===== src/rtl/ccff_bitstream_loader_if.sv =====
// ---------------------------------------------------------------------------
// ccff_bitstream_loader_if
//
// Byte-stream handshake between the chip-level pin/byte front end and the
// configuration-chain loader. A byte moves on any rising clk edge where
// byte_valid and byte_ready are both high.
//
// Signals:
//   byte_data   8  configuration byte, bit 7 is shifted into the chain first
//   byte_valid  1  byte_data holds a byte to be transferred
//   byte_ready  1  loader can take a byte this cycle
//
// Modports:
//   master  byte source (drives byte_data/byte_valid, observes byte_ready)
//   slave   the loader (observes byte_data/byte_valid, drives byte_ready)
// ---------------------------------------------------------------------------
interface ccff_bitstream_loader_if;
    logic [7:0] byte_data;
    logic       byte_valid;
    logic       byte_ready;

    modport master (
        output byte_data,
        output byte_valid,
        input  byte_ready
    );

    modport slave (
        input  byte_data,
        input  byte_valid,
        output byte_ready
    );
endinterface


===== src/rtl/ccff_bitstream_loader.sv =====
// ---------------------------------------------------------------------------
// ccff_bitstream_loader
//
// Writer end of the fabric configuration chain. Bytes arriving on the byte
// interface are serialized MSB-first onto ccff_head, one bit per generated
// prog_clk pulse, for exactly CHAIN_LEN pulses per load. Before any bit is
// shifted, cfg_set is strobed for four clk cycles so the fabric clears its
// configuration. The bit sitting at the far end of the chain (ccff_tail) is
// sampled just before every prog_clk rising edge and folded into a
// CRC-16/CCITT (poly 0x1021, init 0xFFFF) so the previous chain contents
// can be verified after the load.
//
// Parameters:
//   CHAIN_LEN  chain length in bits (>= 1)
//   DIV        clk cycles per prog_clk half period (>= 1)
//   CNT_W      bit-counter width, derived from CHAIN_LEN
//
// Ports:
//   clk        system clock, all logic on its rising edge
//   rst_n      asynchronous active-low reset
//   start      one-cycle pulse, begins a load from IDLE or DONE
//   abort      level, ends a load in progress and returns to IDLE
//   byte_if    byte stream (slave side): byte_data, byte_valid, byte_ready
//   ccff_tail  chain output from the fabric
//   prog_clk   generated chain clock (registered)
//   ccff_head  chain input to the fabric (registered)
//   cfg_set    fabric configuration-clear strobe
//   busy       high in CLEAR, WAIT_BYTE, SHIFT_LO, SHIFT_HI
//   done       high in DONE
//   aborted    sticky abort flag, cleared by the next start
//   tail_crc   running CRC of the bits read back from ccff_tail
// ---------------------------------------------------------------------------
module ccff_bitstream_loader #(
    parameter  int CHAIN_LEN = 2048,
    parameter  int DIV       = 2,
    localparam int CNT_W     = $clog2(CHAIN_LEN + 1)
) (
    input  logic                    clk,
    input  logic                    rst_n,
    input  logic                    start,
    input  logic                    abort,
    ccff_bitstream_loader_if.slave  byte_if,
    input  logic                    ccff_tail,
    output logic                    prog_clk,
    output logic                    ccff_head,
    output logic                    cfg_set,
    output logic                    busy,
    output logic                    done,
    output logic                    aborted,
    output logic [15:0]             tail_crc
);

    // -----------------------------------------------------------------------
    // State encoding
    // -----------------------------------------------------------------------
    localparam logic [2:0] ST_IDLE      = 3'd0;
    localparam logic [2:0] ST_CLEAR     = 3'd1;
    localparam logic [2:0] ST_WAIT_BYTE = 3'd2;
    localparam logic [2:0] ST_SHIFT_LO  = 3'd3;
    localparam logic [2:0] ST_SHIFT_HI  = 3'd4;
    localparam logic [2:0] ST_DONE      = 3'd5;

    // The same phase counter times both the 4-cycle clear strobe and the
    // DIV-cycle prog_clk half periods, so it is sized for the larger one.
    localparam int PH_MAX = (DIV > 4) ? DIV : 4;
    localparam int PH_W   = $clog2(PH_MAX) + 1;

    localparam logic [PH_W-1:0]  HALF_LAST  = PH_W'(DIV - 1);
    localparam logic [PH_W-1:0]  CLEAR_LAST = PH_W'(3);
    localparam logic [PH_W-1:0]  PH_ONE     = PH_W'(1);
    localparam logic [CNT_W-1:0] CNT_FULL   = CNT_W'(CHAIN_LEN);
    localparam logic [CNT_W-1:0] CNT_ONE    = CNT_W'(1);

    localparam logic [15:0] CRC_INIT = 16'hFFFF;
    localparam logic [15:0] CRC_POLY = 16'h1021;

    // -----------------------------------------------------------------------
    // Registers
    // -----------------------------------------------------------------------
    logic [2:0]       state;
    logic [PH_W-1:0]  phase_cnt;
    logic [CNT_W-1:0] bit_cnt;
    logic [3:0]       bits_in_byte;
    logic [7:0]       shift_reg;
    logic             byte_ready_q;

    logic             in_load;
    logic             phase_end;
    logic             last_chain_bit;
    logic             last_byte_bit;

    assign byte_if.byte_ready = byte_ready_q;

    // One step of the MSB-first CRC-16/CCITT for a single serial bit.
    function automatic logic [15:0] crc16_step(input logic [15:0] crc,
                                               input logic        bit_in);
        logic feedback;
        feedback = crc[15] ^ bit_in;
        return {crc[14:0], 1'b0} ^ (feedback ? CRC_POLY : 16'h0000);
    endfunction

    assign in_load        = (state != ST_IDLE) && (state != ST_DONE);
    assign phase_end      = (phase_cnt == HALF_LAST);
    assign last_chain_bit = (bit_cnt == CNT_ONE);
    assign last_byte_bit  = (bits_in_byte == 4'd1);

    // -----------------------------------------------------------------------
    // Control FSM and datapath. All outputs are registered and updated on the
    // same edge as the state, so each output always matches the state the
    // loader is in. ccff_head only changes on the edge that drops prog_clk
    // (or while prog_clk is already low), which gives the fabric DIV cycles
    // of setup before and DIV cycles of hold after every rising edge.
    // When the chain ends partway through a byte, the remaining low-order
    // bits of that byte are simply never shifted.
    // -----------------------------------------------------------------------
    always_ff @(posedge clk or negedge rst_n) begin
        if (!rst_n) begin
            state        <= ST_IDLE;
            phase_cnt    <= '0;
            bit_cnt      <= CNT_FULL;
            bits_in_byte <= '0;
            shift_reg    <= '0;
            byte_ready_q <= 1'b0;
            prog_clk     <= 1'b0;
            ccff_head    <= 1'b0;
            cfg_set      <= 1'b0;
            busy         <= 1'b0;
            done         <= 1'b0;
            aborted      <= 1'b0;
            tail_crc     <= CRC_INIT;
        end else if (abort && in_load) begin
            // Abort wins over any handshake or phase step this cycle; the
            // CRC is left as-is so the partial readback can be inspected.
            state        <= ST_IDLE;
            phase_cnt    <= '0;
            byte_ready_q <= 1'b0;
            prog_clk     <= 1'b0;
            cfg_set      <= 1'b0;
            busy         <= 1'b0;
            done         <= 1'b0;
            aborted      <= 1'b1;
        end else begin
            case (state)
                ST_IDLE, ST_DONE: begin
                    // abort also suppresses a start presented in the same cycle
                    if (start && !abort) begin
                        state     <= ST_CLEAR;
                        phase_cnt <= '0;
                        bit_cnt   <= CNT_FULL;
                        tail_crc  <= CRC_INIT;
                        aborted   <= 1'b0;
                        cfg_set   <= 1'b1;
                        busy      <= 1'b1;
                        done      <= 1'b0;
                        prog_clk  <= 1'b0;
                    end
                end

                ST_CLEAR: begin
                    if (phase_cnt == CLEAR_LAST) begin
                        state        <= ST_WAIT_BYTE;
                        phase_cnt    <= '0;
                        cfg_set      <= 1'b0;
                        byte_ready_q <= 1'b1;
                    end else begin
                        phase_cnt <= phase_cnt + PH_ONE;
                    end
                end

                ST_WAIT_BYTE: begin
                    if (byte_if.byte_valid && byte_ready_q) begin
                        state        <= ST_SHIFT_LO;
                        phase_cnt    <= '0;
                        shift_reg    <= byte_if.byte_data;
                        bits_in_byte <= 4'd8;
                        ccff_head    <= byte_if.byte_data[7];
                        byte_ready_q <= 1'b0;
                    end
                end

                ST_SHIFT_LO: begin
                    if (phase_end) begin
                        // The tail bit is sampled before the rising edge
                        // pushes it out of the chain.
                        state     <= ST_SHIFT_HI;
                        phase_cnt <= '0;
                        prog_clk  <= 1'b1;
                        tail_crc  <= crc16_step(tail_crc, ccff_tail);
                    end else begin
                        phase_cnt <= phase_cnt + PH_ONE;
                    end
                end

                ST_SHIFT_HI: begin
                    if (phase_end) begin
                        phase_cnt    <= '0;
                        prog_clk     <= 1'b0;
                        bit_cnt      <= bit_cnt - CNT_ONE;
                        shift_reg    <= {shift_reg[6:0], 1'b0};
                        bits_in_byte <= bits_in_byte - 4'd1;
                        if (last_chain_bit) begin
                            state <= ST_DONE;
                            busy  <= 1'b0;
                            done  <= 1'b1;
                        end else if (last_byte_bit) begin
                            state        <= ST_WAIT_BYTE;
                            byte_ready_q <= 1'b1;
                        end else begin
                            // shift_reg[6] becomes the new MSB on this edge
                            state     <= ST_SHIFT_LO;
                            ccff_head <= shift_reg[6];
                        end
                    end else begin
                        phase_cnt <= phase_cnt + PH_ONE;
                    end
                end

                default: begin
                    state        <= ST_IDLE;
                    phase_cnt    <= '0;
                    byte_ready_q <= 1'b0;
                    prog_clk     <= 1'b0;
                    cfg_set      <= 1'b0;
                    busy         <= 1'b0;
                    done         <= 1'b0;
                end
            endcase
        end
    end

endmodule


===== src/flat_wrapper.sv =====
// flat-port wrapper written by rule: the top's interface ports become plain ports
module ccff_bitstream_loader_flat 
#(
    parameter  int CHAIN_LEN = 2048,
    parameter  int DIV       = 2,
    localparam int CNT_W     = $clog2(CHAIN_LEN + 1)
)
  (clk, rst_n, start, abort, ccff_tail, prog_clk, ccff_head, cfg_set, busy, done, aborted, tail_crc, byte_if_byte_data, byte_if_byte_valid, byte_if_byte_ready);
  ccff_bitstream_loader_if byte_if_i ();
  input  logic clk;
  input  logic rst_n;
  input  logic start;
  input  logic abort;
  input  logic ccff_tail;
  output logic prog_clk;
  output logic ccff_head;
  output logic cfg_set;
  output logic busy;
  output logic done;
  output logic aborted;
  output logic [15:0] tail_crc;
  input wire logic [$bits(byte_if_i.byte_data)-1:0] byte_if_byte_data;
  input wire logic [$bits(byte_if_i.byte_valid)-1:0] byte_if_byte_valid;
  output wire logic [$bits(byte_if_i.byte_ready)-1:0] byte_if_byte_ready;
  assign byte_if_i.byte_data = byte_if_byte_data;
  assign byte_if_i.byte_valid = byte_if_byte_valid;
  assign byte_if_byte_ready = byte_if_i.byte_ready;
  ccff_bitstream_loader #(.CHAIN_LEN(CHAIN_LEN), .DIV(DIV)) u_core (.clk(clk), .rst_n(rst_n), .start(start), .abort(abort), .byte_if(byte_if_i), .ccff_tail(ccff_tail), .prog_clk(prog_clk), .ccff_head(ccff_head), .cfg_set(cfg_set), .busy(busy), .done(done), .aborted(aborted), .tail_crc(tail_crc));
endmodule

===== config.mk =====
export PLATFORM = sky130hd
export DESIGN_NAME = ccff_bitstream_loader_flat
export DESIGN_NICKNAME = d
export VERILOG_FILES = /design/src/rtl/ccff_bitstream_loader_if.sv /design/src/rtl/ccff_bitstream_loader.sv /design/src/flat_wrapper.sv
export SDC_FILE = /design/constraint.sdc
export NUM_CORES = 1
export LEC_CHECK = 0
export CAP_MARGIN = 20
export CORE_UTILIZATION = 59
export CTS_CLUSTER_SIZE = 20
export DETAILED_ROUTE_END_ITERATION = 7
export HOLD_SLACK_MARGIN = 0.15
export PLACE_DENSITY = 0.84
export SYNTH_ARGS = -nofsm -noshare
export SYNTH_HDL_FRONTEND = slang
export SYNTH_SLANG_ARGS = --single-unit

===== constraint.sdc =====
create_clock -name clk -period 4.94 [get_ports clk]
set_input_delay 0.741 -clock clk [delete_from_list [all_inputs] [get_ports clk]]
set_output_delay 0.741 -clock clk [all_outputs]
set_load 0.01 [all_outputs]

==> flow_summary.yaml, run 1 <==
sta:
  tightest_slew_ns: 0.950
  finalMaxSlewViolations: 0
  hold_viol: 0
  skew_ns: 0.0142
  setup_tns_ns: 0
  slew_headroom_pct: 36.2
  setup_viol: 0
  period_share_pct: 55.9
  min_period_ns: 2.76
  fmax_mhz: 362
  grt_setup_unrepaired: "no"
layout:
  final_util_pct: 70.3
  antenna_cells: 0
  fillCellCount: 371
  drive_gt1_share_pct: 10.0
  largest_reg_flops: 16
  nNetsFinal: 360
  area_growth_syn_to_layout_pct: 15.1
setup_path:
  r2r_cells: 6
  critPathSlowestCell: "clkdlybuf4s50_1"
  slowest_delay_ns: 0.74
  rrSetupSlack_ns: 2.25
  cp_cell_sequence: "clkdlybuf4s50_1 -> nor2_1 -> o311a_1 -> nand4_4 -> or4_1 -> a21oi_1"
  critPathArrivalTime_ns: 3.01
  path_max_fanout: 20
  critical_path_class: "input pin to flop"
  cp.required_ns: 5.19
  end_kind: "flop"
  worstSetupStartpointType: "input pin"
clock_tree:
  clock_latency_ns: 0.31
  cts.path.max_buffers: 2
  clk_pin_slew_ns: 0.10
  post-cts-setup-buffer-count: 0
  cts.htree.levels: 2
  cts_sinks: 52
  holdBufCountCts: 0
  cts_resized: 0
  cts_buffers: 5
  cts_tree: "built"
  cts_root_buffer: "clkbuf_8"
global_routing:
  grt_use_met2_pct: 42.0
  grt_pass1_wl_um: 10300
  met1_usage_pct: 33.4
  grt-ovfl-total: 0
  grt_use_total_pct: 25.5
  grt_busiest_layer: "met2"
  antenna_found_initial: 0
  use_met3_pct: 5.56
  grt_start_max_net_pins: 53
  grt_pass1_vias: 2271
route:
  firstDrtPassIters: 4
  final_antenna_net_count: 0
  dr_total_vias: 2311
  drc: 0
  drtIter0Drc: 147
  wl_um: 5910
  vias_per_cell: 5.69
  wl_per_cell_um: 14.6
power:
  totalPowerFinal_mw: 1.48
  peakVddDrop_mv: 0.235
  power.leakage_nw: 1.38
  powerDensity_nw_per_um2: 446
synthesis:
  yosysMostFrequentCell: "nor2_1"
  mappedNetlistNets: 333
  ys.flop_type: "dfrtp_1"
  async_flop_share_pct: 100
  ys_seq_area_share_pct: 45.9
  avgSynthCellArea_um2: 9.27
  synth_edf_count: 0
  ys_ff_latch: 52
  yosysWarnings: 0
  yosys.area.top_type: "dfrtp_1"
  ys_top_cells_by_area: "dfrtp_1 30%, dfstp_2 15%, nor2_1 7.2%, a21oi_1 5.2%, xor2_1 3.6%"
  synth.distinct_cells: 56
  synth_area_um2: 2880
  synth_common_cells: "55 x nor2_1, 35 x dfrtp_1, 30 x a21oi_1"
  synth_top_area_share_pct: 30.4
  netlist_instances: 311
hold_path:
  min-delay-path-class: "flop to flop"
  holdPathStages: 2
job:
  cap_violations: 0
floorplan:
  die_x_um: 71.9
  core-area_um2: 4720
  die-area_um2: 5170
  start_util_pct: 61.1
  num_rows: 25
  io_pins: 37
  die_height_um: 71.9
place:
  hpwl_um: 4060
  port_buffers: 36
  place_congestion: 0.849
run_status:
  status: "complete, no violations"
cell families after synthesis:
family                     share of synthesized area, %
AOI/OAI and AO/OA                                  16.5
and+or+nand+nor                                    21.1
DFF                                                45.9
buffers and inverters                              5.34
adders and majority gates                          3.47
muxes                                              3.17
xor gates and xnor gates                           4.56
through the flow:
stage          std cells  hold WS, ns  area (µm²)  worst slack [ns]
2_1_floorplan        311        0.445        2880              2.84
3_3_place_gp         398        0.463        3230              1.95
3_5_place_dp         398        0.471        3230              1.86
4_1_cts              406        0.490        3320              2.17
5_1_grt              406        0.516        3320              2.01
6_report             406        0.489        3320              2.18
worst max-delay path: cells and delay by family:
family,cells,cell delay [ns]
compound gates,2,0.59
buf+inv,1,0.74
simple gates,3,0.93
final timing paths:
path                                                   end                       startpoint
max                         u_core.bit_cnt[10]$_DFFE_PN0P_                            abort
min                        u_core.shift_reg[5]$_DFFE_PN0P_  u_core.shift_reg[5]$_DFFE_PN0P_
max reg2reg                 u_core.tail_crc[2]$_DFFE_PN1P_      u_core.state[2]$_DFFE_PN0P_
min reg2reg                u_core.shift_reg[5]$_DFFE_PN0P_  u_core.shift_reg[5]$_DFFE_PN0P_
max in group asynchronous       u_core.aborted$_DFFE_PN0P_                            rst_n
min in group asynchronous    u_core.bit_cnt[1]$_DFFE_PN0P_                            rst_n
report_power, final:
group | total, mW | internal (mW) | switching [mW]
Clock | 0.240 | 0.0993 | 0.141
Combinational | 0.574 | 0.257 | 0.317
Sequential | 0.667 | 0.540 | 0.126
cell usage in the layout, fill, tap and decap left out, types with 2 or more instances in the layout:
| cell type | Yosys | routed |
|---|---|---|
| nor4_1 | 2 | 2 |
| nor2_1 | 55 | 55 |
| a21o_1 | 2 | 2 |
| nor3b_1 | 3 | 3 |
| o21ai_0 | 18 | 18 |
| ha_1 | 8 | 8 |
| xnor2_1 | 3 | 3 |
| or4_1 | 2 | 2 |
| nand3b_1 | 3 | 3 |
| o21ai_1 | 2 | 2 |
| clkbuf_8 | 0 | 5 |
| buf_4 | 4 | 3 |
| xor2_1 | 12 | 12 |
| a21oi_1 | 30 | 30 |
| mux2i_1 | 8 | 8 |
| a22o_1 | 2 | 2 |
| dfrtp_1 | 35 | 35 |
| inv_1 | 11 | 11 |
| o31ai_1 | 4 | 4 |
| clkdlybuf4s50_1 | 0 | 35 |
| or3_1 | 3 | 3 |
| nand3_1 | 6 | 6 |
| nand2b_1 | 3 | 3 |
| nor3_1 | 2 | 2 |
| dfstp_2 | 17 | 17 |
| o32ai_1 | 2 | 2 |
| a31oi_1 | 4 | 4 |
| nor2b_1 | 7 | 7 |
| nand2_1 | 22 | 22 |
per-layer routing:
layer  part of all wire, %  wire length, µm
met2                    48             2850
met4                   1.6               94
met3                   5.1              301
met1                    45             2670
met5                     0                0
final cells by class:
class / instances / area, µm² / area share (%)
clock inverter: 2 / 12.5 / 0.377
clock buffer: 6 / 72.6 / 2.19
timing repair buffer: 39 / 378 / 11.4
sequential: 52 / 1320 / 39.9
multi-input combinational: 229 / 1410 / 42.4
inverter: 11 / 41.3 / 1.24
tap: 67 / 83.8 / 2.53
Note: power is estimated with default switching activity, not from simulation.
==> run 2, diff against run 1 <==
CORE_UTILIZATION = 55   (was 59)
PLACE_DENSITY = 0.79   (was 0.84)
clock period = 2.8 ns   (was 4.94 ns; I/O delays follow)
==> run 2 against run 1 <==
Routed wire length rose by 1.8%. Via count fell by 0.13%. Sequential share of layout area fell by 0.68 points. Combinational power rose by 81%. Sequential power rose by 75%. Sequential cell count did not move. Final area rose by 1.7%. Non-clock buffer count rose by 6. Worst hold slack got worse by 0.0014 ns.
==> flow_summary.yaml, run 2 (synthesis gave the netlist of run 1 again) <==
run_status:
  status: "complete, no violations"
place:
  place_area_um2: 3270
  port_buffers: 36
  dp.cells: 403
  place_congestion: 0.844
  hpwl_um: 4310
global_routing:
  grt_use_total_pct: 24.1
  grt_pass1_vias: 2150
  grt-ovfl-total: 0
  antenna_found_initial: 0
  grt_pass1_wl_um: 10100
  grt_start_max_net_pins: 33
setup_path:
  end_kind: "flop"
  critPathTopFamily: "flip-flops"
  regToRegEndpoint: "u_core.state[2]$_DFFE_PN0P_"
  worstSetupStartpointType: "flop"
  path_max_fanout: 27
  rrSetupSlack_ns: 0.58
  critical_path_class: "flop to flop"
  slowest_delay_ns: 0.83
  critPathSlowestCell: "dfrtp_1"
  cp_cell_sequence: "or3b_1 -> a211o_1 -> nand3b_4 -> nor3_1 -> a221o_1"
  r2r-start: "u_core.state[2]$_DFFE_PN0P_"
  critPathArrivalTime_ns: 2.42
  r2r_cells: 5
  worstPathBufferInverterCount: 0
  cp.required_ns: 3.00
sta:
  fmax_mhz: 451
  grt_setup_unrepaired: "no"
  slew_headroom_pct: 50.9
  finalMaxSlewViolations: 0
  skew_ns: 0.00728
  min_period_ns: 2.22
  period_share_pct: 79.1
  tightest_slew_ns: 0.737
  setup_viol: 0
  setup_tns_ns: 0
  hold_viol: 0
layout:
  final_common_cell: "nor2_1"
  final_cell_mix: "55 x nor2_1, 35 x clkdlybuf4s50_1, 35 x dfrtp_1, 30 x a21oi_1, 22 x nand2_1"
  fin_area_um2: 3380
  largest_reg_flops: 16
  area_growth_syn_to_layout_pct: 17.0
  drive_gt1_share_pct: 11.3
  final_cells: 412
  antenna_cells: 0
  fillCellCount: 395
  nNetsFinal: 366
route:
  m1WireLength_um: 2820
  met3_length_um: 276
  wl_um: 6020
  firstDrtPassIters: 4
  drc: 0
  wl_per_cell_um: 14.6
  top_layer: "met4"
  vias_per_cell: 5.60
  dr_total_vias: 2308
  final_antenna_net_count: 0
  dr_wl_met2_um: 2840
  drtIter0Drc: 108
floorplan:
  die-area_um2: 5540
  start_util_pct: 59.1
  num_rows: 25
  die_x_um: 74.4
  io_pins: 37
  core-area_um2: 4880
  die_height_um: 74.4
power:
  clock_power_share_pct: 17.0
  powerDensity_nw_per_um2: 791
  switching_share_pct: 39.0
  peakVddDrop_mv: 0.406
  seqPwrFrac_pct: 43.9
  switchingPower_mw: 1.04
  power.leakage_nw: 1.41
  intPower_mw: 1.63
  p_comb_share_pct: 39.1
clock_tree:
  clk_pin_slew_ns: 0.10
  cts.path.max_buffers: 2
  clock_latency_ns: 0.31
  cts_sinks: 52
  cts_buffers: 5
  cts.htree.levels: 2
  cts_tree: "built"
  cts_root_buffer: "clkbuf_8"
hold_path:
  min-delay-path-class: "flop to flop"
  hold_path_startpoint: "u_core.shift_reg[1]$_DFFE_PN0P_"
  holdPathEnd: "u_core.shift_reg[1]$_DFFE_PN0P_"
  holdPathStages: 2
job:
  cap_violations: 0
run 2: worst max-delay path by stage:
stage               depth (start not counted)                              to  slack, ns                         from
floorplan                                   6     u_core.state[2]$_DFFE_PN0P_       1.02                        abort
global placement                            6     u_core.state[2]$_DFFE_PN0P_       0.40                        abort
detailed placement                          6     u_core.state[2]$_DFFE_PN0P_       0.28                        abort
CTS                                         5     u_core.state[2]$_DFFE_PN0P_       0.59  u_core.state[2]$_DFFE_PN0P_
global route                                6  u_core.tail_crc[5]$_DFFE_PN1P_       0.39  u_core.state[2]$_DFFE_PN0P_
finish                                      5     u_core.state[2]$_DFFE_PN0P_       0.58  u_core.state[2]$_DFFE_PN0P_
run 2: cell type report:
cell class | count | area, µm² | share of cell area, %
Sequential cell | 52 | 1320 | 39.2
Tap cell | 67 | 83.8 | 2.48
Inverter | 11 | 41.3 | 1.22
Timing Repair Buffer | 45 | 425 | 12.6
Clock buffer | 7 | 86.3 | 2.56
Multi-Input combinational cell | 229 | 1410 | 41.7
Clock inverter | 1 | 8.76 | 0.259
run 2: stage by stage:
step / setup slack [ns] / util, % / hold slack [ns] / power [mW]
after detailed placement: 0.277 / 67.0 / 0.440 / 2.22
after floorplan: 1.02 / - / 0.124 / 1.92
after global placement: 0.396 / 67.0 / 0.432 / 2.19
after global routing: 0.387 / 69.2 / 0.530 / 2.87
after CTS: 0.594 / 69.2 / 0.495 / 2.68
final: 0.584 / 69.2 / 0.487 / 2.67
run 2: per-layer routing:
layer,global-route usage [%],vias to the layer above
met4,8.81,0
met3,4.07,7
met1,33.0,1095
met2,38.7,54
li1,-,1152
met5,0,-
run 2: power by group through the flow:
stage / logic, mW / registers, mW / clock network, mW
final: 1.04 / 1.17 / 0.455
after global routing: 1.17 / 1.21 / 0.492
after CTS: 1.04 / 1.17 / 0.469
after detailed placement: 1.04 / 1.18 / 0
after global placement: 1.01 / 1.18 / 0
after floorplan: 0.816 / 1.11 / 0
run 2: timing repair:
item,4_1_cts,5_1_grt
hold endpoints to repair,23,0
resized for setup,0,0
setup buffers,0,0
hold buffers,1,0
run 2: worst register-to-register path, delay by kind of cell, from the launching register on:
family	cells	cell delay, ns
AOI/OAI and AO/OA	2	0.61
DFF	1	0.83
and+or+nand+nor	3	0.68
